File: src/rtl/alu_issue_ctrl.sv
// alu_issue_ctrl: accepts 16-bit instructions, issues register operands to the 8-bit ALU,
// waits out the ALU latency and writes result/psr back. Optional macro: ALU_ISSUE_IMM_EN.
module alu_issue_ctrl #(
    parameter int ALU_LAT = 2,
    parameter int NREGS   = 16
) (
    input  logic        clock,
    input  logic        reset,
    input  logic        instr_valid,
    output logic        instr_ready,
    input  logic [15:0] instr,
    output logic [7:0]  alu_opcode,
    output logic [7:0]  alu_rdataA,
    output logic [7:0]  alu_rdataB,
    input  logic [15:0] alu_result,
    input  logic [4:0]  alu_psr,
    output logic        done,
    output logic [4:0]  flags,
    input  logic [3:0]  dbg_addr,
    output logic [7:0]  dbg_data
);

    localparam int         CW       = (ALU_LAT > 1) ? $clog2(ALU_LAT) : 1;
    localparam logic [3:0] FUNC_CMP = 4'b1011;

    typedef enum logic [1:0] {
        S_IDLE,
        S_ISSUE,
        S_WAIT,
        S_CAPTURE
    } state_t;

    state_t        state_q, state_d;
    logic [CW-1:0] cnt_q, cnt_d;
    logic [7:0]    opcode_q, opcode_d;
    logic [7:0]    opa_q, opa_d;
    logic [7:0]    opb_q, opb_d;
    logic [3:0]    rd_q, rd_d;
    logic          wb_q, wb_d;
    logic          issued_q, issued_d;
    logic [4:0]    flags_q, flags_d;
    logic [7:0]    regs_q [NREGS];
    logic          rf_we;

    logic [3:0]    in_class, in_func, in_rd, in_rs;
    logic          in_supported;
    logic [7:0]    in_opa, in_opb;
    logic [7:0]    unused_result_hi;

    assign in_class = instr[15:12];
    assign in_func  = instr[11:8];
    assign in_rd    = instr[7:4];
    assign in_rs    = instr[3:0];

    // Upper result byte has no destination; carry-out is not retained.
    assign unused_result_hi = alu_result[15:8];

    // Class decode; r0 is never written, but force its read to zero regardless.
    always_comb begin
        in_supported = (in_class == 4'h0);
        in_opa       = (in_rd == 4'h0) ? '0 : regs_q[in_rd];
        in_opb       = (in_rs == 4'h0) ? '0 : regs_q[in_rs];
`ifdef ALU_ISSUE_IMM_EN
        if (in_class == 4'h1) begin
            in_supported = 1'b1;
            in_opb       = {4'b0000, in_rs};
        end
`endif
    end

    always_comb begin
        state_d  = state_q;
        cnt_d    = cnt_q;
        opcode_d = opcode_q;
        opa_d    = opa_q;
        opb_d    = opb_q;
        rd_d     = rd_q;
        wb_d     = wb_q;
        issued_d = issued_q;
        flags_d  = flags_q;
        rf_we    = 1'b0;

        case (state_q)
            S_IDLE: begin
                if (instr_valid) begin
                    rd_d = in_rd;
                    if (in_supported) begin
                        opcode_d = {4'h0, in_func};
                        opa_d    = in_opa;
                        opb_d    = in_opb;
                        wb_d     = (in_func != FUNC_CMP) && (in_rd != 4'h0);
                        issued_d = 1'b1;
                        state_d  = S_ISSUE;
                    end else begin
                        wb_d     = 1'b0;
                        issued_d = 1'b0;
                        state_d  = S_CAPTURE;
                    end
                end
            end
            S_ISSUE: begin
                cnt_d   = CW'(ALU_LAT - 1);
                state_d = S_WAIT;
            end
            S_WAIT: begin
                if (cnt_q == '0) begin
                    state_d = S_CAPTURE;
                end else begin
                    cnt_d = cnt_q - CW'(1);
                end
            end
            S_CAPTURE: begin
                if (issued_q) begin
                    flags_d = alu_psr;
                end
                rf_we    = wb_q;
                opcode_d = '0;
                state_d  = S_IDLE;
            end
            default: state_d = S_IDLE;
        endcase
    end

    always_ff @(posedge clock) begin
        if (!reset) begin
            state_q  <= S_IDLE;
            cnt_q    <= '0;
            opcode_q <= '0;
            opa_q    <= '0;
            opb_q    <= '0;
            rd_q     <= '0;
            wb_q     <= 1'b0;
            issued_q <= 1'b0;
            flags_q  <= '0;
            regs_q   <= '{default: '0};
        end else begin
            state_q  <= state_d;
            cnt_q    <= cnt_d;
            opcode_q <= opcode_d;
            opa_q    <= opa_d;
            opb_q    <= opb_d;
            rd_q     <= rd_d;
            wb_q     <= wb_d;
            issued_q <= issued_d;
            flags_q  <= flags_d;
            if (rf_we) begin
                regs_q[rd_q] <= alu_result[7:0];
            end
        end
    end

    // Gated by reset so an abort in CAPTURE never shows a retire or a ready.
    assign instr_ready = (state_q == S_IDLE) && reset;
    assign done        = (state_q == S_CAPTURE) && reset;
    assign alu_opcode  = opcode_q;
    assign alu_rdataA  = opa_q;
    assign alu_rdataB  = opb_q;
    assign flags       = flags_q;
    assign dbg_data    = (dbg_addr == 4'h0) ? '0 : regs_q[dbg_addr];

endmodule

File: config.mk
export PLATFORM = sky130hd
export DESIGN_NAME = alu_issue_ctrl
export DESIGN_NICKNAME = d
export VERILOG_FILES = /design/src/rtl/alu_issue_ctrl.sv
export SDC_FILE = /design/constraint.sdc
export NUM_CORES = 1
export LEC_CHECK = 0
export ABC_AREA = 1
export BUFFER_PORTS_ARGS = -buffer_cell sky130_fd_sc_hd__buf_2
export CORE_ASPECT_RATIO = 2
export CORE_UTILIZATION = 55
export DETAILED_ROUTE_END_ITERATION = 8
export MAX_ROUTING_LAYER = met4
export PLACE_DENSITY = 0.81
export REMOVE_ABC_BUFFERS = 1
export SLEW_MARGIN = 20
export SYNTH_ARGS = -nofsm -noshare
export SYNTH_HDL_FRONTEND = slang
export SYNTH_SLANG_ARGS = --single-unit
File: constraint.sdc
create_clock -name clock -period 2.04 [get_ports clock]
set_input_delay 0.408 -clock clock [delete_from_list [all_inputs] [get_ports clock]]
set_output_delay 0.408 -clock clock [all_outputs]
set_load 0.005 [all_outputs]
## Word level (Yosys, flattened, before mapping)

Index checks and enable logic that the tools add are counted.

| cells by class | value |
|---|---|
| $lt $le $gt $ge | 5 |
| $mul | 0 |
| bitwise gates (word level) | 4 |
| shift-type cells | 0 |
| div/mod/pow operators | 0 |
| eq/ne operators | 7 |
| add/subtract/negate cells | 1 |
| reductions and logical operators | 17 |
| multiplexer cells | 27 |

Operators with widths:

| kind | count |
|---|---|
| bitwise mux 128 bit | 1 |
| binary-select mux 8 bit (select 4 bit) | 3 |
| two-way mux 8 bit | 12 |
| demux 8 bit (select 4 bit) | 1 |
| greater-or-equal comparator 5 bit (second input constant) | 4 |
| inverter 4 -> 5 bit | 4 |
| zero test 4 bit | 4 |
| one-hot mux 8 bit (2 select lines) | 1 |
| one-hot mux 2 bit (4 select lines) | 1 |
| two-way mux 2 bit | 3 |
| inequality test 2 bit (second input constant) | 3 |
| AND reduction 2 bit | 3 |
| AND reduction 3 bit | 2 |
| less-than comparator 5 x 1 -> 1 bit (second input constant) | 1 |
| == test 2 bit (second input constant) | 2 |
| logical AND 1 bit | 4 |
| two-way mux 1 bit | 4 |
| inequality test 4 bit (second input constant) | 1 |
| nonzero test 2 bit | 2 |
| nonzero test 4 bit | 1 |
| == test 2 x 1 -> 1 bit (second input constant) | 1 |
| zero test 2 bit | 1 |
| one-hot mux 1 bit (2 select lines) | 1 |
| subtractor 1 bit (second input constant) | 1 |

| word-level totals | value |
|---|---|
| bits in latches | 0 |
| bits of input ports | 44 |
| bits in read-only memories | 0 |
| memories | 0 |
| output and inout bits | 39 |
| bits in writable memories | 0 |
| logic and storage cells | 86 |
| flip-flop bits (word level) | 166 |

## Logic depth before layout (Yosys ltp)

| depth | value |
|---|---|
| depth after elaboration | 6 |
| depth in mapped cells | 11 |
| mapped depth without buffers | 10 |

## Worst setup path before layout

OpenSTA, ideal clock, no wires.

| timing path | value |
|---|---|
| path type | input to output |
| start | in dbg_addr[1] |
| end | out dbg_data[0] |
| path buffers | 2 |
| data required time | 1632 ps |
| data arrival time | 1292 ps |
| setup slack | 340 ps |
| stages | 10 |
| path through | buf_2 > inv_1 > buf_2 > a21oi_1 > o21ai_0 > nand2_1 > nand2_1 > nand2_1 > inv_1 > a21oi_1 |

| on the way | value |
|---|---|
| cells in the longest elaborated chain, start to end | 5 |
| elaborated cells on any way between the ends | 6 |
| classes of those cells | 4 x mux; 1 x bitwise; 1 x reduce/logical |

Ends and longest elaborated chain:

| item | RTL line | source |
|---|---|---|
| from (decl) | 19 | `input logic [3:0] dbg_addr,` |
| inverter 4 -> 5 bit (not written as such) | 159 | `assign dbg_data = (dbg_addr == 4'h0) ? '0 : regs_q[dbg_addr];` |
| binary-select mux 8 bit (select 4 bit) | 159 |  |
| two-way mux 8 bit (not written as such) (2 in series) | 159 |  |
| two-way mux 8 bit * | 159 |  |
| to (decl) | 20 | `output logic [7:0] dbg_data` |

Every way passes the cells marked *; elsewhere a longest branch is shown, timed or not. The select of a mux whose other input is x is not followed.

## Worst setup path after layout

| timing path | value |
|---|---|
| start | in dbg_addr[0] |
| end | out dbg_data[0] |

Same word-level chain as after synthesis.

==> flow_metrics.env <==
export IMPL_outcome="complete, but fails checks"
export IMPL_violations="setup timing"
export IMPL_path_clk_slew_ns=0.07
export IMPL_start_util_pct=56.1
export IMPL_yosys_register_bits=162
export IMPL_vias=11200
export IMPL_instances_no_fill=1858
export IMPL_setup_ws_ns=-0.0370
export IMPL_nNetsFinal=1682
export IMPL_grt_use_total_pct=39.3
export IMPL_setup_violations=1
export IMPL_peakVddDrop_mv=0.603
export IMPL_tightestPinTransition_ns=0.563
export IMPL_timing_rr_end="alu_rdataB[3]"
export IMPL_vias_per_cell=6.05
export IMPL_synth_top_area_cell="dfxtp_1"
export IMPL_slew_headroom_pct=62.4
export IMPL_endpoint_kind="output pin"
export IMPL_drt_wl_total_um=33700
export IMPL_dp_cells=1824
export IMPL_drcViolationCount=0
export IMPL_clockBufferDepth=2
export IMPL_io_pins=83
export IMPL_die_area_um2=18100
export IMPL_skew_ns=0.0127
export IMPL_syn_inst=1595
export IMPL_place_gp_congestion=0.983
export IMPL_drive_above_1_share_pct=13.8
export IMPL_cp_arrival_ns=1.67
export IMPL_diodes=0
export IMPL_numCtsBuffers=17
export IMPL_routedWlPerCell_um=18.1
export IMPL_synth_cell_type_count=23
export IMPL_max_clock_freq_mhz=481
export IMPL_portBuffers=70
export IMPL_yosysWarnings=0
export IMPL_min_path_type="in -> reg"
export IMPL_fin_tns_setup_ns=-0.0370
export IMPL_rows=68
export IMPL_root_buffer="clkbuf_16"
export IMPL_cts_sinks=162
export IMPL_drv_cap=0
export IMPL_fin_crit_ns=2.08
export IMPL_holdWs_ns=0.224
export IMPL_netlist_area_um2=9640
export IMPL_r2r_start="state_q[0]"
export IMPL_hold_viol=0
export IMPL_fin_util_pct=65.5
export IMPL_synth_top_area_share_pct=33.6
export IMPL_drtIter0Drc=1358
export IMPL_grt_pass1_wl_um=52800
export IMPL_synth_area_leaders="dfxtp_1 34%, nand2_1 18%, a21oi_1 12%"
export IMPL_grt_pass1_vias=10700
export IMPL_synth_area_per_cell_um2=6.05
export IMPL_path_class="in -> out"
export IMPL_syn_to_final_growth_pct=16.8
export IMPL_cts_hold_buf=0
export IMPL_power_density_nw_per_um2=732
export IMPL_dr_pass1_iters=8
export IMPL_rrSetupSlack_ns=0.18
export IMPL_grt_antenna_before_repair=0
export IMPL_die_w_um=95.6
export IMPL_cp_start_kind="primary input"
export IMPL_required_ns=1.63
export IMPL_dp_hpwl_um=21600
export IMPL_rsz0062_at_grt="yes"
export IMPL_rr_worst_depth=8
export IMPL_critPathMaxFanout=9
export IMPL_placed_cell_area_um2=10400
export IMPL_grt_max_degree=102
export IMPL_crit_path_end="dbg_data[0]"
export IMPL_drtAntennaViolNets=0
export IMPL_die_y_um=189
export IMPL_cts_max_level=4
export IMPL_finalCritPeriodShare_pct=102
export IMPL_startpoint="dbg_addr[0]"
export IMPL_power_leakage_nw=5.19
export IMPL_cts_tree="built"
export IMPL_grt_ovfl_total=0
export IMPL_core_um2=17200
export IMPL_stdcell_area_um2=11300
export IMPL_report_final_slew_viol_count=0
export IMPL_ys_seq_area_share_pct=33.6
export IMPL_clk_latency_ns=0.44
-- per-stage QoR --
stage / power [mW] / worst slack, ns
2_1_floorplan: 4.02 / 0.294
3_3_place_gp: 4.59 / -0.0264
3_5_place_dp: 4.63 / -0.0481
4_1_cts: 8.17 / -0.00717
5_1_grt: 8.54 / -0.0339
6_report: 8.24 / -0.0370
-- flip-flops by register name, summed over array words and instances (netlist names) --
register and flops:
alu_opcode 4, alu_rdataB 8, regs_q 128, wb_q 1, issued_q 1, flags 5
state_q 2, cnt_q 1, alu_rdataA 8, rd_q 4
-- worst max-delay path, cell delays in order --
cell     delay (ns)
buf_6          0.12
buf_12         0.16
buf_12         0.14
a21oi_1        0.15
o21ai_1        0.10
nand3_1        0.11
nand3_2        0.12
a21oi_2        0.20
buf_2          0.14
-- area by class of cell --
| type | count | area, um^2 |
|---|---|---|
| fillers | 1559 | 5920 |
| multi-input cells | 1136 | 5300 |
| flip-flops and latches | 162 | 3250 |
| repair buffers | 133 | 1100 |
| inverters | 185 | 697 |
| clock buffers | 19 | 453 |
| well taps | 210 | 263 |
| clock inverters | 13 | 196 |
-- cell usage in the layout (no fill, tap or decap), types with 4 or more instances in the layout --
| cell type | instances |
|---|---|
| buf_2 | 68 |
| nand3_1 | 198 |
| nor2_1 | 25 |
| o21ai_1 | 25 |
| nand3_2 | 6 |
| buf_4 | 41 |
| buf_12 | 16 |
| a21oi_1 | 203 |
| buf_6 | 5 |
| clkbuf_16 | 19 |
| o21ai_0 | 181 |
| conb_1 | 4 |
| inv_2 | 15 |
| dfxtp_2 | 4 |
| nand2_1 | 453 |
| inv_1 | 167 |
| bufinv_16 | 4 |
| a21oi_2 | 26 |
| dfxtp_1 | 158 |
-- what timing repair did --
item	4_1_cts	5_1_grt
pin swaps	2	16
buffers inserted	0	0
gates resized for setup	3	78
endpoints found under the setup margin	3	8
gates cloned	0	2
-- logic make-up (layout without fill, tap and decap cells) --
family                   Yosys count  after routing  synth area share [%]
AND/OR/NAND/NOR                  694            694                  30.5
buffers and inverters            300            350                  12.8
AO/OA/AOI/OAI                    435            435                  22.6
adder cells (fa/ha/maj)            3              3                 0.389
other                              1              4                0.0389
flip-flops                       162            162                  33.6
-- worst min path at each step --
stage / start / endpoint / slack (ns) / depth (start not counted)
final: alu_psr[4] / flags[4] / 0.22 / 3
after global routing: instr[8] / alu_opcode[0] / 0.23 / 3
after CTS: alu_psr[4] / flags[4] / 0.22 / 3
after detailed placement: alu_rdataA[4] / alu_rdataA[4] / 0.45 / 2
after global placement: alu_rdataB[1] / alu_rdataB[1] / 0.45 / 2
after floorplan: issued_q / issued_q / 0.45 / 2
-- synth_stat cells, drive strengths merged --
library cell	n
nor3	2
nor2	28
conb	1
clkinv	2
nand3	204
ha	3
dfxtp	162
clkbuf	50
buf	65
o21ai	206
nand2	455
a21oi	229
nand4	1
inv	183
nor4	4
-- power breakdown --
group / total (mW) / internal, mW / switching [mW]
logic: 1.41 / 0.486 / 0.923
registers: 3.27 / 3.22 / 0.0460
clock network: 3.57 / 2.14 / 1.43
-- layer usage --
layer  up-vias  share of wire, %  GRT usage (%)
met3       240               9.6           7.47
met4         0               8.0           30.5
met2       787                48           61.8
li1       5251                 -              -
met1      4960                35           42.5
met5         -                 0              -
(Power assumes the default switching activity.)
